### src/rtl/byte_lane_packer_pkg.sv
// rtl/byte_lane_packer_pkg.sv - shared constants and lane-map helpers for the byte lane packer
// Contents: LANES/BYTE_W constants, lane_of (destination lane of the m-th byte),
//           map_ok (permutation check of a lane map).
package byte_lane_pkg;

    localparam int LANES  = 4;
    localparam int BYTE_W = 8;

    // Destination lane of the m-th byte of a word.
    function automatic logic [3:0] lane_of(input logic [15:0] map, input logic [1:0] m);
        return map[{m, 2'b00} +: 4];
    endfunction

    // True when every nibble names a lane 0..3 and each lane is used exactly once.
    function automatic bit map_ok(input logic [15:0] map);
        logic [3:0] seen;
        seen = 4'h0;
        for (int m = 0; m < LANES; m++) begin
            if (map[4*m +: 4] > 4'd3) begin
                return 1'b0;
            end
            seen[map[4*m +: 2]] = 1'b1;
        end
        return seen == 4'hF;
    endfunction

endpackage

### src/rtl/byte_lane_packer_if.sv
// rtl/byte_lane_packer_if.sv - byte-in / word-out handshake bundle of the byte lane packer
// Signals: in_data/in_valid/in_last/in_ready (byte stream), out_data/out_keep/out_last/
//          out_valid/out_ready (word stream). Modport slave is the packer, master the source/sink.
interface byte_lane_packer_if;
    import byte_lane_pkg::*;

    logic [BYTE_W-1:0]       in_data;
    logic                    in_valid;
    logic                    in_last;
    logic                    in_ready;
    logic [LANES*BYTE_W-1:0] out_data;
    logic [LANES-1:0]        out_keep;
    logic                    out_last;
    logic                    out_valid;
    logic                    out_ready;

    modport slave (
        input  in_data, in_valid, in_last, out_ready,
        output in_ready, out_data, out_keep, out_last, out_valid
    );

    modport master (
        output in_data, in_valid, in_last, out_ready,
        input  in_ready, out_data, out_keep, out_last, out_valid
    );
endinterface

### src/rtl/byte_lane_insert.sv
// rtl/byte_lane_insert.sv - combinational merge of one byte into a lane-mapped accumulator
// Ports: acc_i/keep_i (current accumulator), byte_i, idx_i (byte index in word),
//        acc_o/keep_o (accumulator with byte placed at lane MAP[idx_i]).
module byte_lane_insert
    import byte_lane_pkg::*;
#(
    parameter logic [15:0] MAP = 16'h0123
) (
    input  logic [LANES*BYTE_W-1:0] acc_i,
    input  logic [LANES-1:0]        keep_i,
    input  logic [BYTE_W-1:0]       byte_i,
    input  logic [1:0]              idx_i,
    output logic [LANES*BYTE_W-1:0] acc_o,
    output logic [LANES-1:0]        keep_o
);
    logic [3:0] lane;

    always_comb begin
        lane   = lane_of(MAP, idx_i);
        acc_o  = acc_i;
        keep_o = keep_i;
        acc_o[{lane[1:0], 3'b000} +: BYTE_W] = byte_i;
        keep_o[lane[1:0]]                    = 1'b1;
    end
endmodule

### src/rtl/byte_lane_packer.sv
// rtl/byte_lane_packer.sv - packs a serial byte stream into lane-mapped 32-bit words
// Ports: clk, rst (async, active high), bus (byte_lane_packer_if.slave: byte in, word out),
//        word_count (saturating count of words accepted downstream).
module byte_lane_packer
    import byte_lane_pkg::*;
#(
    parameter logic [15:0] MAP   = 16'h0123,
    parameter logic [7:0]  PAD   = 8'h00,
    parameter int          CNT_W = 16
) (
    input  logic                  clk,
    input  logic                  rst,
    byte_lane_packer_if.slave     bus,
    output logic [CNT_W-1:0]      word_count
);
    if (!map_ok(MAP)) begin : g_bad_map
        $fatal(1, "FAILED: bad MAP");
    end

    localparam logic [LANES*BYTE_W-1:0] ACC_INIT = {LANES{PAD}};

    logic [1:0]              cnt_q, cnt_d;
    logic [LANES*BYTE_W-1:0] acc_q, acc_d;
    logic [LANES-1:0]        acc_keep_q, acc_keep_d;
    logic [LANES*BYTE_W-1:0] out_data_q, out_data_d;
    logic [LANES-1:0]        out_keep_q, out_keep_d;
    logic                    out_last_q, out_last_d;
    logic                    out_valid_q, out_valid_d;
    logic [CNT_W-1:0]        word_count_q, word_count_d;

    logic [LANES*BYTE_W-1:0] merged_acc;
    logic [LANES-1:0]        merged_keep;
    logic                    out_free;
    logic                    completing;
    logic                    accept;

    // Shared by the accumulate and the completion paths.
    byte_lane_insert #(.MAP(MAP)) u_insert (
        .acc_i  (acc_q),
        .keep_i (acc_keep_q),
        .byte_i (bus.in_data),
        .idx_i  (cnt_q),
        .acc_o  (merged_acc),
        .keep_o (merged_keep)
    );

    always_comb begin
        out_free   = !out_valid_q || bus.out_ready;
        completing = (cnt_q == 2'd3) || bus.in_last;
        // Only a completing byte needs the output register; others always go in.
        bus.in_ready = out_free || !completing;
        accept       = bus.in_valid && bus.in_ready;

        cnt_d        = cnt_q;
        acc_d        = acc_q;
        acc_keep_d   = acc_keep_q;
        out_data_d   = out_data_q;
        out_keep_d   = out_keep_q;
        out_last_d   = out_last_q;
        out_valid_d  = out_valid_q;
        word_count_d = word_count_q;

        if (out_valid_q && bus.out_ready) begin
            out_valid_d  = 1'b0;
            word_count_d = (word_count_q == {CNT_W{1'b1}}) ? word_count_q : word_count_q + 1'b1;
        end

        if (accept) begin
            if (completing) begin
                // A load in the same cycle as a transfer re-asserts valid.
                out_data_d  = merged_acc;
                out_keep_d  = merged_keep;
                out_last_d  = bus.in_last;
                out_valid_d = 1'b1;
                acc_d       = ACC_INIT;
                acc_keep_d  = '0;
                cnt_d       = 2'd0;
            end else begin
                acc_d      = merged_acc;
                acc_keep_d = merged_keep;
                cnt_d      = cnt_q + 2'd1;
            end
        end
    end

    always_ff @(posedge clk or posedge rst) begin
        if (rst) begin
            cnt_q        <= 2'd0;
            acc_q        <= ACC_INIT;
            acc_keep_q   <= '0;
            out_data_q   <= '0;
            out_keep_q   <= '0;
            out_last_q   <= 1'b0;
            out_valid_q  <= 1'b0;
            word_count_q <= '0;
        end else begin
            cnt_q        <= cnt_d;
            acc_q        <= acc_d;
            acc_keep_q   <= acc_keep_d;
            out_data_q   <= out_data_d;
            out_keep_q   <= out_keep_d;
            out_last_q   <= out_last_d;
            out_valid_q  <= out_valid_d;
            word_count_q <= word_count_d;
        end
    end

    assign bus.out_data  = out_data_q;
    assign bus.out_keep  = out_keep_q;
    assign bus.out_last  = out_last_q;
    assign bus.out_valid = out_valid_q;
    assign word_count    = word_count_q;
endmodule

### src/flat_wrapper.sv
// flat-port wrapper written by rule: the top's interface ports become plain ports
module byte_lane_packer_flat import byte_lane_pkg::*;
#(
    parameter logic [15:0] MAP   = 16'h0123,
    parameter logic [7:0]  PAD   = 8'h00,
    parameter int          CNT_W = 16
)
  (clk, rst, word_count, bus_in_data, bus_in_valid, bus_in_last, bus_out_ready, bus_in_ready, bus_out_data, bus_out_keep, bus_out_last, bus_out_valid);
  byte_lane_packer_if bus_i ();
  input  logic clk;
  input  logic rst;
  output logic [CNT_W-1:0] word_count;
  input wire logic [$bits(bus_i.in_data)-1:0] bus_in_data;
  input wire logic [$bits(bus_i.in_valid)-1:0] bus_in_valid;
  input wire logic [$bits(bus_i.in_last)-1:0] bus_in_last;
  input wire logic [$bits(bus_i.out_ready)-1:0] bus_out_ready;
  output wire logic [$bits(bus_i.in_ready)-1:0] bus_in_ready;
  output wire logic [$bits(bus_i.out_data)-1:0] bus_out_data;
  output wire logic [$bits(bus_i.out_keep)-1:0] bus_out_keep;
  output wire logic [$bits(bus_i.out_last)-1:0] bus_out_last;
  output wire logic [$bits(bus_i.out_valid)-1:0] bus_out_valid;
  assign bus_i.in_data = bus_in_data;
  assign bus_i.in_valid = bus_in_valid;
  assign bus_i.in_last = bus_in_last;
  assign bus_i.out_ready = bus_out_ready;
  assign bus_in_ready = bus_i.in_ready;
  assign bus_out_data = bus_i.out_data;
  assign bus_out_keep = bus_i.out_keep;
  assign bus_out_last = bus_i.out_last;
  assign bus_out_valid = bus_i.out_valid;
  byte_lane_packer #(.MAP(MAP), .PAD(PAD), .CNT_W(CNT_W)) u_core (.clk(clk), .rst(rst), .bus(bus_i), .word_count(word_count));
endmodule
### config.mk
export PLATFORM = sky130hd
export DESIGN_NAME = byte_lane_packer_flat
export DESIGN_NICKNAME = d
export VERILOG_FILES = /design/src/rtl/byte_lane_packer_pkg.sv /design/src/rtl/byte_lane_packer_if.sv /design/src/rtl/byte_lane_insert.sv /design/src/rtl/byte_lane_packer.sv /design/src/flat_wrapper.sv
export SDC_FILE = /design/constraint.sdc
export NUM_CORES = 1
export LEC_CHECK = 0
export ABC_CLOCK_PERIOD_IN_PS = 6600
export BUFFER_PORTS_ARGS = -buffer_cell sky130_fd_sc_hd__buf_2
export CAP_MARGIN = 0
export CORE_MARGIN = 4
export CORE_UTILIZATION = 60
export DETAILED_ROUTE_END_ITERATION = 6
export PLACE_DENSITY = 0.84
export SETUP_SLACK_MARGIN = 0.2
export SYNTH_ARGS = -nofsm -noshare
export SYNTH_HDL_FRONTEND = slang
export SYNTH_SLANG_ARGS = --single-unit
### constraint.sdc
create_clock -name clk -period 6.6 [get_ports clk]
set_clock_uncertainty 0.05 [all_clocks]
set_input_delay 0.66 -clock clk [delete_from_list [all_inputs] [get_ports clk]]
set_output_delay 0.66 -clock clk [all_outputs]
set_load 0.05 [all_outputs]
==> metrics.yaml, run 1 <==
cts.repair.resized: 0
ys.flop_type: "dfrtp_1"
dieWidth_microns: 91.16
p_int_w: 0.001014
syn_nets: 402
cts-root-buf: "clkbuf_8"
drc_errors: 0
layout-drive-gt1-share_pct: 23.83
synth-edff-count: 0
cts_made_buffers: 9
cts_tree: "done"
start_util_pct: 61.41
core_area_sq_um: 6756
die_h_microns: 91.16
drt-initial-drc-count: 207
crit_path_max_fanout: 21
fill_cells: 501
critPathTopFamily: "adder cells"
clk_pin_slew_worst_paths_ns: 0.09
cp-end-kind: "output pin"
yosysWarnings: 0
setup.worst_path.start_class: "flop"
cts.sinks: 92
rsz0062_at_grt: "no"
critPathRequiredTime_ns: 5.89
rows: 30
max_stage_delay_ns: 0.76
arrival_ns: 2.22
slew_headroom_pct: 26.30
avgSynthCellArea_sq_um: 10.92
ant_nets: 0
grt_pass1_wl_mm: 14.83
syn2layout_area_growth_pct: 14.78
viasPerCell: 6.055
post-route-period-util_pct: 44.40
port_buffers: 67
firstDrtPassIters: 6
final-instance-count-excl-fill: 529
avgRoutedWirePerCell_microns: 17.40
outcome: "finished, final reports clean"
critPathSlowestCell: "ha_1"
syn-cell-area_sq_um: 4149
tns_ns: 0
synth_cell_types: 45
path_cells: "ha_1 > nor2_4 > or2_2 > buf_2"
num_antenna_cells: 0
p_comb_share_pct: 30.3
power.density_nw_per_um2: 344.3
maxCapViolCount: 0
clockBufferDepth: 2
power_frac_clock_pct: 27.9
grt_pass1_vias: 2905
ir_drop_mv: 0.1972
synth_cells: 380
fmaxAchievable_mhz: 341.2
power_switching_w: 0.0006257
p_leak_nw: 2.318
post_cts_buffers: 0
hpwl_mm: 6.087
holdWs_ns: 0.4284
ios: 68
dp.cells: 513
grt_overflow_total: 0
cp_num_buf_inv: 1
hold_viol: 0
place_congestion: 0.8560
synth-async-reset-ratio_pct: 100.0
via_count: 3203
die_area_sq_um: 8309
nNetsFinal: 466
h-tree-depth: 3
crit_type: "flop to output pin"
switching_share_pct: 38.16
wirelength_mm: 9.205
grt_start_max_net_pins: 93
setup_violations: 0
antenna_found_initial: 0
seq_power_share_pct: 41.8
synth-seq-cells: 92
yosysSeqAreaShare_pct: 55.49
slew_violations: 0
min_path_type: "flop to flop"
final_common_cell: "dfrtp_1"
ctsHoldBuffers: 0
worst_slew_pin_slew_ns: 1.105
insertion_delay_ns: 0.36
layout_common_cells: "92 x dfrtp_1, 67 x buf_2, 47 x nand2_1, 28 x o21ai_0, 25 x a22o_1"
track_usage_pct: 22.78
min_period_ns: 2.931
stage by stage:
| step | instance area [sq um] | setup WS (ns) | util [%] | total power, W |
|---|---|---|---|---|
| after floorplan | 4149 | 3.498 | - | 0.001079 |
| after global placement | 4517 | 4.129 | 66.85 | 0.001176 |
| after detailed placement | 4517 | 4.042 | 66.85 | 0.001193 |
| after CTS | 4762 | 3.647 | 70.48 | 0.001649 |
| after global routing | 4762 | 3.498 | 70.48 | 0.001719 |
| final | 4762 | 3.669 | 70.48 | 0.001640 |
synth_stat cells (2+ instances only):
cell,n,area share (%)
nor2_1,15,1.4
mux2_2,2,0.54
nor2b_1,18,2.7
nand2_1,47,4.3
a31oi_1,11,1.7
a22o_1,25,5.3
nor2_4,3,0.81
o21ai_0,28,3.4
dfrtp_1,92,55
xor2_1,6,1.3
a32oi_1,16,3.4
a21oi_1,18,2.2
nor4b_4,2,1.1
nand2b_1,3,0.45
nand3_1,7,0.84
o21ai_2,3,0.63
clkbuf_1,8,0.72
nor3_1,4,0.48
ha_1,9,2.7
o21ai_1,11,1.3
nand4_1,2,0.30
buf_6,2,0.54
and3_1,7,1.1
nand2_2,3,0.45
and2_1,9,1.4
inv_1,6,0.54
buf_2,3,0.36
o21a_1,3,0.54
final timing paths:
| check | to | depth (start not counted) | from | slack [ns] |
|---|---|---|---|---|
| min in group asynchronous | u_core.bus.out_data[20]$_DFFE_PP0P_ | 3 | rst | 0.59 |
| worst max register to register | u_core.acc_q[13]$_DFFE_PP0P_ | 5 | u_core.cnt_q[0]$_DFFE_PP0P_ | 4.20 |
| worst min register to register | u_core.bus.out_data[7]$_DFFE_PP0P_ | 2 | u_core.bus.out_data[7]$_DFFE_PP0P_ | 0.43 |
| worst min-delay path | u_core.bus.out_data[7]$_DFFE_PP0P_ | 2 | u_core.bus.out_data[7]$_DFFE_PP0P_ | 0.43 |
| max in group asynchronous | u_core.acc_q[27]$_DFFE_PP0P_ | 3 | rst | 5.20 |
| worst max-delay path | bus_in_ready | 4 | u_core.cnt_q[0]$_DFFE_PP0P_ | 3.67 |
registers in the layout (all words and copies together), names as in the netlist:
register,count
u_core.acc_keep_q,4
u_core.acc_q,32
u_core.bus.out_data,32
u_core.bus.out_keep,4
u_core.bus.out_last,1
u_core.bus.out_valid,1
u_core.cnt_q,2
u_core.word_count,16
logic make-up (layout without fill, tap and decap cells):
kind of cell	count (synthesis)	after routing	synth area share, %
AND/OR/NAND/NOR	128	128	17.58
AO/OA/AOI/OAI	119	119	19.21
adder cells (fa/ha/maj)	9	9	2.714
XOR/XNOR	6	6	1.267
multiplexers	4	4	1.176
flip-flops	92	92	55.49
buffers and inverters	22	91	2.563
power groups by stage:
stage / Combinational, W / Clock [W] / Sequential [W]
after detailed placement: 0.000497 / 0 / 0.000696
after global placement: 0.000485 / 0 / 0.000691
after floorplan: 0.000208 / 0 / 0.000871
after CTS: 0.000501 / 0.000464 / 0.000685
final: 0.000497 / 0.000457 / 0.000685
after global routing: 0.000532 / 0.000490 / 0.000697
cell type report:
class	count	area (sq um)	area share [%]
clock buffers	9	123.9	2.601
inverters	6	23.77	0.4992
repair buffers	69	350.3	7.357
well taps	80	100.1	2.102
flip-flops and latches	92	2302	48.34
multi-input cells	266	1740	36.55
clock inverters	7	121.4	2.549
worst reg2reg max path: cells and delay by family, from the launching register on:
| family | cells | cell delay (ns) |
|---|---|---|
| adders and majority gates | 1 | 0.53 |
| DFF | 1 | 0.46 |
| AOI/OAI and AO/OA | 1 | 0.20 |
| and+or+nand+nor | 3 | 1.10 |
routing by layer:
layer | global-route usage, % | vias up | routed length [microns]
li1 | - | 1498 | -
met1 | 32.00 | 1541 | 3991
met2 | 32.80 | 136 | 4309
met3 | 5.054 | 28 | 574
met4 | 12.69 | 0 | 329
met5 | 0 | - | 0
Power figures use the tool's default switching activity.
==> run 2, diff against run 1 <==
- ABC_CLOCK_PERIOD_IN_PS: 6600 -> 2700
- CORE_UTILIZATION: 60 -> 56
- PLACE_DENSITY: 0.84 -> 0.79
- clock period: 6.6 -> 2.7 ns (I/O delays scaled with it)
==> metrics.yaml, run 2 (synthesis results as in run 1) <==
post_cts_buffers: 0
rrSetupSlack_ns: 0.51
post-route-period-util_pct: 82.68
power.density_nw_per_um2: 799.4
seq_area_sq_um: 2302
antenna_found_initial: 0
critPathSlowestCell: "dfrtp_1"
min_period_ns: 2.232
min_to: "u_core.bus.out_last$_DFFE_PP0P_"
tns_ns: 0
start_util_pct: 57.51
timing.rr.start: "u_core.cnt_q[0]$_DFFE_PP0P_"
die_area_sq_um: 8850
multiInputGateArea_sq_um: 1740
avgRoutedWirePerCell_microns: 16.41
drt-initial-drc-count: 189
ir_drop_mv: 0.4663
slew_violations: 0
dieWidth_microns: 94.08
track_usage_pct: 22.25
via_count: 3178
critPathTopFamily: "flip-flops"
cp-end-kind: "output pin"
path_cells: "ha_1 > nor2_4 > or2_2 > buf_2"
h-tree-depth: 3
syn2layout_area_growth_pct: 16.07
hold_viol: 0
grt_pass1_wl_mm: 15.08
layout_common_cells: "92 x dfrtp_1, 67 x buf_2, 47 x nand2_1, 28 x o21ai_0, 25 x a22o_1"
port_buffers: 67
core_area_sq_um: 7214
fill_cells: 583
cts_made_buffers: 9
min_path_type: "input pin to flop"
firstDrtPassIters: 4
layout-drive-gt1-share_pct: 24.40
grt_start_max_net_pins: 80
clk_pin_slew_worst_paths_ns: 0.09
grt_overflow_total: 0
hpwl_mm: 6.272
pre_cts_slack_ns: 0.5446
rsz0062_at_grt: "no"
critPathRequiredTime_ns: 2.38
worst_slew_pin_slew_ns: 0.5786
crit_type: "flop to output pin"
viasPerCell: 5.736
p_leak_nw: 2.327
cts-root-buf: "clkbuf_8"
outcome: "finished, final reports clean"
cp_num_buf_inv: 1
r2r_cells: 6
maxCapViolCount: 0
crit_path_max_fanout: 8
setup_violations: 0
reg2reg_to: "u_core.acc_q[17]$_DFFE_PP0P_"
max_stage_delay_ns: 0.48
fin_ws_ns: 0.4676
nNetsFinal: 472
num_antenna_cells: 0
place_congestion: 0.8644
clockBufferDepth: 2
ios: 68
arrival_ns: 1.91
hold_start: "bus_in_last"
slew_headroom_pct: 61.26
ctsHoldBuffers: 1
final_common_cell: "dfrtp_1"
cts.repair.resized: 0
cts.sinks: 92
rows: 31
setup.worst_path.start_class: "flop"
wirelength_mm: 9.093
die_h_microns: 94.08
fmaxAchievable_mhz: 447.9
grt_pass1_vias: 2979
drc_errors: 0
cts_tree: "done"
ant_nets: 0
min_path_cells: 2
insertion_delay_ns: 0.36
## run 2: through the flow
stage	power [W]	area (sq um)	cells	hold WS, ns	util (%)
final	0.003850	4816	554	0.1948	66.75
after global routing	0.004066	4816	554	0.1788	66.75
after CTS	0.003879	4816	554	0.1818	66.75
after detailed placement	0.002941	4606	537	0.3133	63.84
after global placement	0.002909	4606	537	0.3081	63.84
after floorplan	0.002639	4153	380	0.3597	-
## run 2: worst max path at each step
stage	cells after the start	end	from	slack (ns)
4_1_cts	4	bus_in_ready	u_core.cnt_q[0]$_DFFE_PP0P_	0.45
6_report	4	bus_in_ready	u_core.cnt_q[0]$_DFFE_PP0P_	0.47
3_5_place_dp	6	u_core.acc_q[17]$_DFFE_PP0P_	u_core.cnt_q[0]$_DFFE_PP0P_	0.54
2_1_floorplan	5	u_core.word_count[1]$_DFFE_PP0P_	u_core.word_count[0]$_DFFE_PP0P_	0.73
3_3_place_gp	6	u_core.acc_q[22]$_DFFE_PP0P_	u_core.cnt_q[0]$_DFFE_PP0P_	0.67
5_1_grt	4	bus_in_ready	u_core.cnt_q[0]$_DFFE_PP0P_	0.36
## run 2: worst register-to-register path, stage by stage, from the launching register on
cell     delay, ns
dfrtp_1       0.48
inv_1         0.14
ha_1          0.41
nor3b_2       0.57
nand2_2       0.13
nor2_4        0.19
a22o_1        0.17
## run 2: metal layers
metal	vias up	routed length, microns	track usage, %	share of wire (%)
met5	-	0	0	0
met4	0	138	7.341	1.5
met3	13	538	5.529	5.9
met2	112	4302	33.35	47
met1	1541	4114	31.82	45
li1	1512	-	-	-
## run 2: power by group
part	total, W	internal [W]	switching [W]
sequential	0.00168	0.00155	0.000126
clock	0.000932	0.000438	0.000494
combinational	0.00124	0.000332	0.000910
total	0.00385	0.00232	0.00153
## run 2: layout make-up
type                    instances  area share (%)
clock inverters                 6           1.507
repair buffers                 75           8.782
inverters                       6          0.5456
flip-flops and latches         92           47.80
clock buffers                  10           2.650
multi-input cells             266           36.14
well taps                      99           2.572
